File: src/rtl/pio_input_debouncer_pkg.sv
// pio_debounce_pkg: shared state encodings and counter sizing for the PIO input debouncer
package pio_debounce_pkg;
  typedef enum logic {ST_IDLE = 1'b0, ST_CHECK = 1'b1} state_e;
  function automatic int cnt_w(input int stable_ticks);
    return $clog2(stable_ticks + 1);
  endfunction
endpackage

File: src/rtl/pio_input_debouncer_if.sv
// pio_input_debouncer_if: raw pin inputs and conditioned level/edge outputs of the debouncer
interface pio_input_debouncer_if #(parameter int WIDTH = 5);
  logic [WIDTH-1:0] raw_in;
  logic             enable;
  logic [WIDTH-1:0] clean_out;
  logic [WIDTH-1:0] rise_pulse;
  logic [WIDTH-1:0] fall_pulse;
  logic [WIDTH-1:0] busy;
  modport master (output raw_in, enable, input clean_out, rise_pulse, fall_pulse, busy);
  modport slave (input raw_in, enable, output clean_out, rise_pulse, fall_pulse, busy);
endinterface

File: src/rtl/pio_input_debouncer_channel.sv
// debounce_channel: one-bit synchroniser, stability FSM and committed level/edge registers
module debounce_channel
  import pio_debounce_pkg::*;
#(
  parameter int   STABLE_TICKS = 100,
  parameter logic RESET_LEVEL  = 1'b0
) (
  input  logic clk,
  input  logic reset,
  input  logic raw,
  input  logic enable,
  input  logic tick,
  output logic clean,
  output logic rise,
  output logic fall,
  output logic busy
);
  localparam int CW = cnt_w(STABLE_TICKS);
  localparam logic [CW-1:0] LAST = CW'(STABLE_TICKS - 1);
  logic sync1, sync2;
  state_e st, st_n;
  logic [CW-1:0] cnt, cnt_n;
  logic clean_n, rise_n, fall_n;
  // two-flop synchroniser runs regardless of enable so the sampled level is always fresh
  always_ff @(posedge clk)
    if (reset) begin
      sync1 <= RESET_LEVEL;
      sync2 <= RESET_LEVEL;
    end else begin
      sync1 <= raw;
      sync2 <= sync1;
    end
  // state, stability counter and committed level/pulse registers
  always_ff @(posedge clk)
    if (reset) begin
      st    <= ST_IDLE;
      cnt   <= '0;
      clean <= RESET_LEVEL;
      rise  <= 1'b0;
      fall  <= 1'b0;
    end else begin
      st    <= st_n;
      cnt   <= cnt_n;
      clean <= clean_n;
      rise  <= rise_n;
      fall  <= fall_n;
    end
  // a differing level must survive STABLE_TICKS ticks; returning to the committed level aborts the check
  always_comb begin
    st_n    = st;
    cnt_n   = cnt;
    clean_n = clean;
    rise_n  = 1'b0;
    fall_n  = 1'b0;
    if (!enable) begin
      st_n  = ST_IDLE;
      cnt_n = '0;
    end else if (st == ST_IDLE) begin
      st_n  = (sync2 != clean) ? ST_CHECK : ST_IDLE;
      cnt_n = '0;
    end else if (sync2 == clean) begin
      st_n  = ST_IDLE;
      cnt_n = '0;
    end else if (tick) begin
      if (cnt == LAST) begin
        st_n    = ST_IDLE;
        cnt_n   = '0;
        clean_n = sync2;
        rise_n  = sync2;
        fall_n  = ~sync2;
      end else begin
        cnt_n = cnt + CW'(1);
      end
    end
  end
  assign busy = (st == ST_CHECK);
endmodule

File: src/rtl/pio_input_debouncer.sv
// pio_input_debouncer: shared sample-tick prescaler feeding WIDTH independent debounce channels
module pio_input_debouncer
  import pio_debounce_pkg::*;
#(
  parameter int   WIDTH        = 5,
  parameter int   TICK_DIV     = 500,
  parameter int   STABLE_TICKS = 100,
  parameter logic RESET_LEVEL  = 1'b0
) (
  input logic clk,
  input logic reset,
  pio_input_debouncer_if.slave bus
);
  localparam int PW = (TICK_DIV > 1) ? $clog2(TICK_DIV) : 1;
  logic [PW-1:0] pcnt;
  logic tick;
  logic [WIDTH-1:0] clean, rise, fall, busy;
  assign tick = bus.enable && (pcnt == PW'(TICK_DIV - 1));
  // prescaler parks at zero while disabled so re-enabling always starts a fresh tick period
  always_ff @(posedge clk)
    if (reset || !bus.enable) pcnt <= '0;
    else pcnt <= tick ? '0 : pcnt + PW'(1);
  for (genvar i = 0; i < WIDTH; i++) begin : g_ch
    debounce_channel #(.STABLE_TICKS(STABLE_TICKS), .RESET_LEVEL(RESET_LEVEL)) u_ch (
      .clk(clk), .reset(reset), .raw(bus.raw_in[i]), .enable(bus.enable), .tick(tick),
      .clean(clean[i]), .rise(rise[i]), .fall(fall[i]), .busy(busy[i])
    );
  end
  assign bus.clean_out  = clean;
  assign bus.rise_pulse = rise;
  assign bus.fall_pulse = fall;
  assign bus.busy       = busy;
endmodule

File: src/flat_wrapper.sv
// flat-port wrapper written by rule: the top's interface ports become plain ports
module pio_input_debouncer_flat import pio_debounce_pkg::*;
#(
  parameter int   WIDTH        = 5,
  parameter int   TICK_DIV     = 500,
  parameter int   STABLE_TICKS = 100,
  parameter logic RESET_LEVEL  = 1'b0
)
  (clk, reset, bus_raw_in, bus_enable, bus_clean_out, bus_rise_pulse, bus_fall_pulse, bus_busy);
  pio_input_debouncer_if #(.WIDTH(WIDTH)) bus_i ();
  input logic clk;
  input logic reset;
  input wire logic [$bits(bus_i.raw_in)-1:0] bus_raw_in;
  input wire logic [$bits(bus_i.enable)-1:0] bus_enable;
  output wire logic [$bits(bus_i.clean_out)-1:0] bus_clean_out;
  output wire logic [$bits(bus_i.rise_pulse)-1:0] bus_rise_pulse;
  output wire logic [$bits(bus_i.fall_pulse)-1:0] bus_fall_pulse;
  output wire logic [$bits(bus_i.busy)-1:0] bus_busy;
  assign bus_i.raw_in = bus_raw_in;
  assign bus_i.enable = bus_enable;
  assign bus_clean_out = bus_i.clean_out;
  assign bus_rise_pulse = bus_i.rise_pulse;
  assign bus_fall_pulse = bus_i.fall_pulse;
  assign bus_busy = bus_i.busy;
  pio_input_debouncer #(.WIDTH(WIDTH), .TICK_DIV(TICK_DIV), .STABLE_TICKS(STABLE_TICKS), .RESET_LEVEL(RESET_LEVEL)) u_core (.clk(clk), .reset(reset), .bus(bus_i));
endmodule
File: config.mk
export PLATFORM = sky130hd
export DESIGN_NAME = pio_input_debouncer_flat
export DESIGN_NICKNAME = d
export VERILOG_FILES = /design/src/rtl/pio_input_debouncer_pkg.sv /design/src/rtl/pio_input_debouncer_if.sv /design/src/rtl/pio_input_debouncer_channel.sv /design/src/rtl/pio_input_debouncer.sv /design/src/flat_wrapper.sv
export SDC_FILE = /design/constraint.sdc
export NUM_CORES = 1
export LEC_CHECK = 0
export CORE_MARGIN = 3
export CORE_UTILIZATION = 51
export DETAILED_ROUTE_END_ITERATION = 10
export PLACE_DENSITY = 0.74
export SLEW_MARGIN = 40
export SYNTH_ARGS = -nofsm -noshare
export SYNTH_HDL_FRONTEND = slang
export SYNTH_SLANG_ARGS = --single-unit
File: constraint.sdc
create_clock -name clk -period 1.8 [get_ports clk]
set_input_delay 0.54 -clock clk [delete_from_list [all_inputs] [get_ports clk]]
set_output_delay 0.54 -clock clk [all_outputs]
set_load 0.1 [all_outputs]
## Yosys cells after proc, flatten, opt, wreduce, memory -nomap -nowiden

Cells that the tools add are included.

- Register bits: 74

- Bitwise operators: 22
- Add/subtract/negate cells: 6
- Reductions and logical operators: 20
- Mux-type cells: 30
- Equality and inequality tests: 16

Operators by type and width:

| operator | count |
|---|---|
| $add 7x1->7 const B | 5 |
| $eq 7x7->1 const B | 5 |
| $mux 7 | 5 |
| $reduce_or 6->1 | 5 |
| $mux 1 | 25 |
| $reduce_and 5->1 | 5 |
| $not 1->1 | 22 |
| $reduce_or 4->1 | 5 |
| $add 9x1->9 const B | 1 |
| $eq 9x9->1 const B | 1 |
| $eq 1x1->1 | 5 |
| $ne 1x1->1 | 5 |
| $reduce_or 2->1 | 2 |
| $logic_and 1x1->1 | 1 |
| $logic_not 1->1 | 1 |
| $logic_or 1x1->1 | 1 |

## Longest topological paths before layout

Gate-level depths: netlist of run 1.

- Depth in word-level cells: 5
- Gate-level depth with buffers: 7

## Cells and area by module

Synthesis of run 1 repeated with hierarchy kept, for this count alone.

- Cell total of the unflattened synthesis: 325
- Area, all modules: 3145.5 µm²

Modules (own cells, without submodules):

| module | area an instance (µm²) | sequential area each (µm²) | cells each | times used |
|---|---|---|---|---|
| debounce_channel at u_core.g_ch[0].u_ch ... | 535.5 | 260.2 | 55 | 4 |
| debounce_channel at u_core.g_ch[4].u_ch | 559.3 | 260.2 | 58 | 1 |
| pio_input_debouncer | 444.2 | 180.2 | 47 | 1 |

## Least setup slack after synthesis of run 1

Ideal clock, no wire load.

- Path type: reg-to-reg
- From: register u_core.pcnt[0]
- To: register u_core.g_ch[2].u_ch.cnt[0]
- Data required time: 1.653 ns
- Buffers on the path: 0
- Arrival time: 1.693 ns
- Slack: -0.040 ns
- Stages on the path, launching flop included: 6
- Clock period less this slack: 1.840 ns
- Cells stage by stage: dfxtp_1 ha_1 and4bb_2 nand3_4 o311ai_1 nor2_1

- Cells in the longest elaborated chain, start to end: 2

Ends and longest elaborated chain:

| what | RTL line | source |
|---|---|---|
| start, declared | pio_input_debouncer.sv:15 | `logic [PW-1:0] pcnt;` |
| start signal, assigned | pio_input_debouncer.sv:22 | `else pcnt <= tick ? '0 : pcnt + PW'(1);` |
| $eq 9x9->1 | pio_input_debouncer.sv:18 | `assign tick = bus.enable && (pcnt == PW'(TICK_DIV - 1));` |
| $logic_and 1x1->1 | pio_input_debouncer.sv:18 |  |
| end signal, assigned | pio_input_debouncer_channel.sv:43 | `cnt <= cnt_n;` |
| end, declared | pio_input_debouncer_channel.sv:22 | `logic [CW-1:0] cnt, cnt_n;` |

Every way passes these cells.
A chain may end at the register's enable or synchronous reset.

## Final worst setup path of run 1

- From: register u_core.pcnt[6]
- To: register u_core.g_ch[4].u_ch.cnt[6]

- Cells in the longest elaborated chain, start to end: 2

Ends and longest elaborated chain:

| what | RTL line |
|---|---|
| $eq 9x9->1 | pio_input_debouncer.sv:18 |
| $logic_and 1x1->1 | pio_input_debouncer.sv:18 |
| end signal, assigned | pio_input_debouncer_channel.sv:43 |
| end, declared | pio_input_debouncer_channel.sv:22 |

Every way passes these cells.

==> results by group, run 1 <==
Outcome
  – Status: finished, final reports clean

Logic synthesis
  – Unique cell type count in the Yosys netlist: 47
  – FF+latch count, synth: 74
  – Post-synth top cells: 74 x dfxtp_1, 45 x nor2_1, 32 x nand2_1, 30 x xnor2_1, 20 x buf_4
  – Synth area leaders: dfxtp_1 45%, xnor2_1 7.9%, nor2_1 5.1%
  – Netlist Area Pre-Place: 0.00331 sq mm
  – Mapped Nets: 362
  – Post-Syn Instances: 348
  – Area leader, netlist: dfxtp_1
  – Avg Inst Size Synth: 9.51 sq um
  – Yosys top cell area share: 44.7%
  – Ys Warns: 0
  – Async SR Flop Fraction: 0%
  – Most frequent cell after synthesis: dfxtp_1
  – Post-synth EDFFs: 0
  – Post-synth top flop: dfxtp_1
  – Post-synthesis sequential area ratio: 44.7%

Route
  – Via count: 2683
  – WL final: 7560 um
  – Drt pass-1 iters: 4
  – # DRC: 0
  – Initial drt markers: 113
  – WL/cell: 15.4 um
  – Antenna viol nets, final: 0
  – Vias/cell: 5.48

Global route
  – Total gr overflow: 0
  – Number of global-route vias before repair: 2617
  – First-pass GRT wire length: 11800 um
  – Largest net degree at the start of global routing: 24
  – Initial antenna violation count: 0
  – Global-route usage over all layers: 19.7%

Clocking
  – H-tree Lvls: 3
  – Longest Clk Path Bufs: 2
  – CTS Hold Bufs: 0
  – CTS Root Buffer Type: clkbuf_8
  – Clk_lat worst skew: 0.34 ns
  – CTS Buf Count: 9
  – CTS Sinks: 74
  – CTS clock-pin slew for the worst setup and hold paths: 0.08 ns
  – CTS tree: built

Timing
  – Post-route setup TNS: 0 ns
  – Crit path time final: 1.73 ns
  – Setup-failing EPs final: 0
  – Fin Hold WS: 0.437 ns
  – Final max-slew violation count: 0
  – Hold Fails Final Rpt: 0
  – Max Fclk: 0.578 GHz
  – Worst-margin pin slew: 0.420 ns
  – Fin crit share: 96.2%
  – Slew headroom: 71.9%
  – Clock Skews: 0.0126 ns
  – RSZ-0062 raised after global routing: yes

Power and ir drop
  – VDD IR-drop max: 0.578 mV
  – Pwr Total: 0.00318 W
  – P per Cell Area: 712 mW/mm^2
  – Leakage: 1.52 nW

Die
  – Die area: 0.00749 sq mm
  – Rows: 28
  – Chip width: 86.6 um
  – Initial Util: 54.3%
  – # IOs: 28
  – Core Region: 0.00610 sq mm
  – Die Y: 86.6 um

Setup path
  – Reg2Reg Depth: 5
  – WS Path Type: flop to flop
  – FF-to-FF setup slack: 0.07 ns
  – Reg2reg end: u_core.g_ch[4].u_ch.cnt[6]
  – Critical-path cell list: nand4_4, buf_4, nor4_1, xnor2_1, nor2_1
  – Required @ worst endpoint: 2.02 ns
  – Worst-path fanout max: 13
  – Reg-to-reg startpoint: u_core.pcnt[6]
  – Worst setup SP type: flop
  – Crit. End Element: flop
  – CP arrival: 1.95 ns
  – Worst path slowest cell: dfxtp_1
  – Max stage delay on crit path: 0.42 ns
  – Kind of cell adding the most delay to the critical path: simple AND/OR/NAND/NOR gates
  – Buf/Inv on CP: 1

Final layout
  – N_diodes: 0
  – Multi-input gate area: 0.00176 sq mm
  – Share of layout cells above drive strength 1: 28.0%
  – Final nets: 424
  – Fill cell count: 431
  – Register Area: 0.00148 sq mm
  – Syn-to-layout area delta: 34.8%

Worst hold path
  – Min-Delay Path Class: flop to flop
  – Worst Hold Depth: 1
  – Worst hold start: u_core.g_ch[0].u_ch.sync1
  – Hold endpoint: u_core.g_ch[0].u_ch.sync2

Placed design
  – Number of buffer cells added on primary ports: 27
  – Final HPWL DP: 4790 um
  – Placer Congestion: 0.823

Job
  – Max cap viols: 0
## power breakdown
| group | total (W) | internal [W] | switching (W) |
|---|---|---|---|
| Sequential | 0.00166 | 0.00165 | 0.0000103 |
| Combinational | 0.000110 | 0.0000545 | 0.0000559 |
| Clock | 0.00141 | 0.000814 | 0.000592 |
## routing by layer
| layer | part of all wire (%) | track usage (%) | vias to the layer above |
|---|---|---|---|
| met4 | 1.2 | 5.67 | 0 |
| met1 | 42 | 23.9 | 1284 |
| met2 | 52 | 33.9 | 71 |
| li1 | - | - | 1319 |
| met3 | 5.4 | 5.70 | 9 |
| met5 | 0 | 0 | - |
## worst max-delay path by stage
stage | endpoint | cells after the start | start
after global routing | u_core.g_ch[4].u_ch.cnt[5] | 5 | u_core.pcnt[6]
after floorplan | u_core.g_ch[2].u_ch.cnt[5] | 6 | u_core.pcnt[0]
final | u_core.g_ch[4].u_ch.cnt[6] | 5 | u_core.pcnt[6]
after CTS | u_core.g_ch[0].u_ch.cnt[0] | 5 | u_core.pcnt[0]
after detailed placement | u_core.g_ch[4].u_ch.cnt[5] | 5 | bus_enable
after global placement | u_core.g_ch[4].u_ch.cnt[0] | 5 | bus_enable
## timing repair
action / CTS / global route
gates resized for setup: 6 / 16
pin swaps: 3 / 2
gates cloned: 1 / 1
setup endpoints to repair: 34 / 45
buffers inserted: 4 / 7
## registers in the layout, indices dropped and copies added, names as in the netlist
signal / flops
u_core.g_ch.u_ch.busy: 5
u_core.g_ch.u_ch.sync1: 5
u_core.g_ch.u_ch.rise: 5
u_core.g_ch.u_ch.cnt: 35
u_core.pcnt: 9
u_core.g_ch.u_ch.fall: 5
u_core.g_ch.u_ch.sync2: 5
u_core.g_ch.u_ch.clean: 5
## cell families after synthesis
group           share of synthesized area (%)
simple gates                             31.5
flops                                    44.7
xor+xnor                                 9.52
buf+inv                                  6.08
compound gates                           4.35
fa+ha+maj                                2.27
mux                                      1.51
## cell usage in the layout, fill, tap and decap left out, drive strengths merged, types with 8 or more instances in the layout
cell	instances
dfxtp	74
buf	73
nor2	45
nand2	32
xnor2	30
nor4	18
nor2b	15
nand4	14
a21oi	11
clkbuf	11
nand2b	9
nor3	9
nand3	8
## stage by stage
step / std cells / area (sq um) / util, % / worst slack, ns
3_3_place_gp: 461 / 4020 / 65.9 / -0.418
5_1_grt: 490 / 4460 / 73.2 / -0.0307
6_report: 490 / 4460 / 73.2 / 0.0687
3_5_place_dp: 461 / 4020 / 65.9 / -0.503
4_1_cts: 482 / 4310 / 70.7 / 0.00209
2_1_floorplan: 348 / 3320 / - / 0.00524
## final cells by class
cell class / count / area share, %
sequential: 74 / 33.3
inverter: 1 / 0.0841
multi-input combinational: 244 / 39.5
clock inverter: 5 / 1.74
timing repair buffer: 80 / 20.1
tap: 75 / 2.10
clock buffer: 11 / 3.17
Power figures use the tool's default switching activity.
==> run 2: changes to the inputs <==
--- a/config.mk
+++ b/config.mk
@@ -5,10 +5,13 @@
 export SDC_FILE = /design/constraint.sdc
 export NUM_CORES = 1
 export LEC_CHECK = 0
+export CELL_PAD_IN_SITES_DETAIL_PLACEMENT = 0
+export CELL_PAD_IN_SITES_GLOBAL_PLACEMENT = 1
 export CORE_MARGIN = 3
-export CORE_UTILIZATION = 51
+export CORE_UTILIZATION = 40
 export DETAILED_ROUTE_END_ITERATION = 10
-export PLACE_DENSITY = 0.74
+export PLACE_DENSITY_LB_ADDON = 0.1
+export SKIP_CTS_REPAIR_TIMING = 1
 export SLEW_MARGIN = 40
 export SYNTH_ARGS = -nofsm -noshare
 export SYNTH_HDL_FRONTEND = slang
==> results by group, run 2 (synthesis gave the netlist of run 1 again) <==
Outcome
  – Status: finished, final reports clean

Clocking
  – CTS Buf Count: 9
  – CTS Sinks: 74
  – CTS tree: built
  – Clk_lat worst skew: 0.34 ns
  – CTS clock-pin slew for the worst setup and hold paths: 0.08 ns
  – H-tree Lvls: 3
  – CTS Root Buffer Type: clkbuf_8
  – Longest Clk Path Bufs: 2

Final layout
  – Register Area: 0.00148 sq mm
  – Largest regs: u_core.g_ch.u_ch.cnt (35), u_core.pcnt (9)
  – Syn-to-layout area delta: 35.6%
  – Fill cell count: 684
  – Share of layout cells above drive strength 1: 25.5%
  – Final nets: 417
  – Most frequent cells in the layout: 72 x dfxtp_1, 45 x nor2_1, 39 x buf_4, 32 x nand2_1, 30 x xnor2_1
  – N_diodes: 0
  – Multi-input gate area: 0.00172 sq mm
  – Commonest non-fill, non-tap cell in the layout: dfxtp_1
  – Post-Layout Cell Count: 510
  – Max reg flops: 35
  – Largest reg by FF count: u_core.g_ch.u_ch.cnt

Setup path
  – FF-to-FF setup slack: 0.09 ns
  – Reg-to-reg startpoint: u_core.g_ch[2].u_ch.cnt[2]
  – WS Path Type: flop to flop
  – Buf/Inv on CP: 1
  – Worst path slowest cell: or4b_1
  – Reg2Reg Depth: 5
  – Stages on worst setup path: 5
  – Required @ worst endpoint: 2.03 ns
  – Reg2reg end: u_core.g_ch[2].u_ch.clean
  – Kind of cell adding the most delay to the critical path: simple AND/OR/NAND/NOR gates
  – Crit. End Element: flop
  – Max stage delay on crit path: 0.60 ns
  – Worst setup SP type: flop
  – CP arrival: 1.94 ns
  – Critical-path cell list: or4b_1, nor4_1, buf_4, mux2i_1, nor2_1
  – Worst-path fanout max: 4

Timing
  – Crit path time final: 1.71 ns
  – Setup-failing EPs final: 0
  – Clock Skews: 0.00921 ns
  – Fin crit share: 95.1%
  – Post-route setup TNS: 0 ns
  – Max Fclk: 0.584 GHz
  – Hold Fails Final Rpt: 0
  – Final max-slew violation count: 0
  – Slew headroom: 72.1%
  – Worst-margin pin slew: 0.417 ns

Worst hold path
  – Worst hold start: u_core.g_ch[0].u_ch.sync1
  – Min-Delay Path Class: flop to flop
  – Worst Hold Depth: 1
  – Hold endpoint: u_core.g_ch[0].u_ch.sync2

Placed design
  – Final HPWL DP: 4780 um
  – Placer Congestion: 0.737
  – Number of buffer cells added on primary ports: 27
  – Placed cells: 490

Route
  – WL final: 6730 um
  – Initial drt markers: 78
  – # DRC: 0
  – Via count: 2516
  – Vias/cell: 4.93
  – Drt pass-1 iters: 4
  – WL/cell: 13.2 um
  – Antenna viol nets, final: 0

Die
  – Rows: 32
  – # IOs: 28
  – Core Region: 0.00789 sq mm
  – Chip width: 97.0 um
  – Die Y: 97.0 um
  – Die area: 0.00940 sq mm
  – Initial Util: 42.0%

Power and ir drop
  – VDD IR-drop max: 0.354 mV
  – Leakage: 1.55 nW
  – P per Cell Area: 739 mW/mm^2

Global route
  – Number of global-route vias before repair: 2449
  – Largest net degree at the start of global routing: 28
  – Total gr overflow: 0
  – Global-route usage over all layers: 14.9%
  – First-pass GRT wire length: 11400 um
  – Initial antenna violation count: 0

Job
  – Max cap viols: 0
==> run 2: worst register-to-register path, stage by stage, from the launching register on <==
cell	delay [ns]
dfxtp_1	0.35
or4b_1	0.60
nor4_1	0.25
buf_4	0.18
mux2i_1	0.18
nor2_1	0.05
==> run 2: through the flow <==
stage | instance area (sq um) | total power [W] | hold slack (ns) | setup WS, ns | util, %
after floorplan | 3320 | 0.00174 | 0.414 | 0.00524 | -
after global placement | 4090 | 0.00180 | 0.417 | -0.421 | 51.9
after detailed placement | 4090 | 0.00180 | 0.429 | -0.455 | 51.9
after CTS | 4340 | 0.00337 | 0.447 | -0.0783 | 55.0
after global routing | 4490 | 0.00347 | 0.457 | -0.00266 | 56.9
final | 4490 | 0.00332 | 0.438 | 0.0888 | 56.9
==> run 2: worst max-delay path by stage <==
stage | end | from
after global placement | u_core.g_ch[2].u_ch.cnt[3] | bus_enable
after floorplan | u_core.g_ch[2].u_ch.cnt[5] | u_core.pcnt[0]
after global routing | u_core.g_ch[2].u_ch.clean | u_core.pcnt[1]
after CTS | u_core.g_ch[2].u_ch.cnt[0] | bus_enable
after detailed placement | u_core.g_ch[2].u_ch.cnt[4] | bus_enable
final | u_core.g_ch[2].u_ch.clean | u_core.g_ch[2].u_ch.cnt[2]
==> run 2: metal layers <==
layer | GRT usage [%] | vias to the layer above | part of all wire (%)
met5 | 0 | - | 0
met4 | 6.16 | 0 | 1.8
met3 | 2.88 | 10 | 2.9
met2 | 24.8 | 36 | 49
met1 | 18.9 | 1158 | 46
li1 | - | 1312 | -
==> run 2: where the power goes <==
| group | internal, W | leakage (nW) | switching (W) |
|---|---|---|---|
| clock network | 0.000963 | 0.121 | 0.000592 |
| registers | 0.00165 | 0.599 | 0.00000967 |
| logic | 0.0000504 | 0.826 | 0.0000517 |
| total | 0.00266 | 1.55 | 0.000653 |
==> run 2: area by class of cell <==
type | count | share of cell area, %
Timing Repair Buffer | 74 | 20.2
Clock buffer | 12 | 3.23
Tap cell | 102 | 2.84
Inverter | 1 | 0.0836
Multi-Input combinational cell | 243 | 38.3
Clock inverter | 4 | 2.20
Sequential cell | 74 | 33.1
==> run 3: changes to the inputs <==
--- a/config.mk
+++ b/config.mk
@@ -11,6 +11,7 @@
 export CORE_UTILIZATION = 40
 export DETAILED_ROUTE_END_ITERATION = 10
 export PLACE_DENSITY_LB_ADDON = 0.1
+export REMOVE_ABC_BUFFERS = 1
 export SKIP_CTS_REPAIR_TIMING = 1
 export SLEW_MARGIN = 40
 export SYNTH_ARGS = -nofsm -noshare
==> results by group, run 3 (synthesis gave the netlist of run 1 again) <==
Final layout
  – Share of layout cells above drive strength 1: 26.6%
  – Largest regs: u_core.g_ch.u_ch.cnt (35), u_core.pcnt (9)
  – N_diodes: 0
  – Post-Layout Cell Count: 516
  – Syn-to-layout area delta: 36.5%
  – Commonest non-fill, non-tap cell in the layout: dfxtp_1
  – Final core occ: 57.3%
  – Most frequent cells in the layout: 72 x dfxtp_1, 47 x buf_4, 45 x nor2_1, 32 x nand2_1, 30 x xnor2_1
  – Max reg flops: 35
  – Final nets: 423
  – Largest reg by FF count: u_core.g_ch.u_ch.cnt

Clocking
  – CTS Sinks: 74
  – Longest Clk Path Bufs: 2
  – CTS Buf Count: 9
  – CTS tree: built
  – H-tree Lvls: 3
  – Clk_lat worst skew: 0.35 ns
  – CTS clock-pin slew for the worst setup and hold paths: 0.08 ns
  – CTS Root Buffer Type: clkbuf_8

Setup path
  – Critical-path cell list: ha_4, and4bb_2, nand3_4, or4_1, a21oi_1
  – Worst-path fanout max: 5
  – CP arrival: 2.01 ns
  – Kind of cell adding the most delay to the critical path: simple AND/OR/NAND/NOR gates
  – Max stage delay on crit path: 0.53 ns
  – WS Path Type: flop to flop
  – Worst path slowest cell: or4_1
  – Buf/Inv on CP: 0
  – Worst setup SP type: flop
  – Crit. End Element: flop
  – Required @ worst endpoint: 2.08 ns

Timing
  – Setup-failing EPs final: 0
  – Worst-margin pin slew: 0.422 ns
  – Crit path time final: 1.73 ns
  – Fin crit share: 96.1%
  – PnR worst setup slack: 0.0696 ns
  – RSZ-0062 raised after global routing: no
  – Clock Skews: 0.00622 ns
  – Slew headroom: 71.8%
  – Hold Fails Final Rpt: 0
  – Fin Hold WS: 0.438 ns
  – Final max-slew violation count: 0
  – Max Fclk: 0.578 GHz

Route
  – Drt pass-1 iters: 4
  – Antenna viol nets, final: 0
  – Initial drt markers: 88
  – WL/cell: 14.5 um
  – WL final: 7460 um
  – Via count: 2622
  – Vias/cell: 5.08
  – # DRC: 0

Die
  – Die Y: 97.0 um
  – Chip width: 97.0 um
  – Die area: 0.00940 sq mm
  – # IOs: 28
  – Core Region: 0.00789 sq mm
  – Initial Util: 42.0%
  – Rows: 32

Global route
  – Largest net degree at the start of global routing: 27
  – Global-route usage over all layers: 15.6%
  – First-pass GRT wire length: 12000 um
  – Total gr overflow: 0
  – Initial antenna violation count: 0
  – Number of global-route vias before repair: 2528

Placed design
  – Placed cells: 494
  – Placer Congestion: 0.835
  – Final HPWL DP: 4980 um
  – Pre-CTS setup slack: -0.507 ns
  – Number of buffer cells added on primary ports: 27

Power and ir drop
  – P per Cell Area: 750 mW/mm^2
  – Pwr Total: 0.00339 W
  – VDD IR-drop max: 0.392 mV
  – Leakage: 1.54 nW

Worst hold path
  – Min-Delay Path Class: flop to flop

Job
  – Max cap viols: 0

Outcome
  – Status: finished, final reports clean
## run 3: worst register-to-register path, cell delays in order, from the launching register on
cell	delay [ns]
dfxtp_2	0.35
ha_4	0.16
and4bb_2	0.32
nand3_4	0.15
or4_1	0.53
a21oi_1	0.15
## run 3: final cells by class
| type | count | area (sq um) |
|---|---|---|
| multi-input cells | 244 | 1730 |
| repair buffers | 79 | 922 |
| inverters | 1 | 3.75 |
| flip-flops and latches | 74 | 1480 |
| clock inverters | 4 | 97.6 |
| clock buffers | 12 | 155 |
| fillers | 659 | 3370 |
| well taps | 102 | 128 |
## run 3: path summary, 6_finish.rpt
check	slack, ns	startpoint	depth (start not counted)	to
max	0.07	u_core.pcnt[1]	5	u_core.g_ch[2].u_ch.cnt[6]
min	0.44	u_core.g_ch[3].u_ch.sync1	1	u_core.g_ch[3].u_ch.sync2
max reg2reg	0.07	u_core.pcnt[1]	5	u_core.g_ch[2].u_ch.cnt[6]
min reg2reg	0.44	u_core.g_ch[3].u_ch.sync1	1	u_core.g_ch[3].u_ch.sync2
## run 3: through the flow
step	cell area [sq um]	setup TNS, ns
after floorplan	3110	-19.89
after global placement	4100	-22.70
after detailed placement	4110	-22.58
after CTS	4360	-2.16
after global routing	4520	0
final	4520	0
## run 3: per-layer routing
metal  wire (um)  track usage (%)
met5           0                0
met1        3630             20.4
met4          84             3.56
met3         252             4.76
met2        3490             25.3
## run 3: power breakdown
part	total (W)	switching, W	internal (W)
logic	0.000114	0.0000568	0.0000576
registers	0.00166	0.0000105	0.00165
clock network	0.00161	0.000617	0.000998
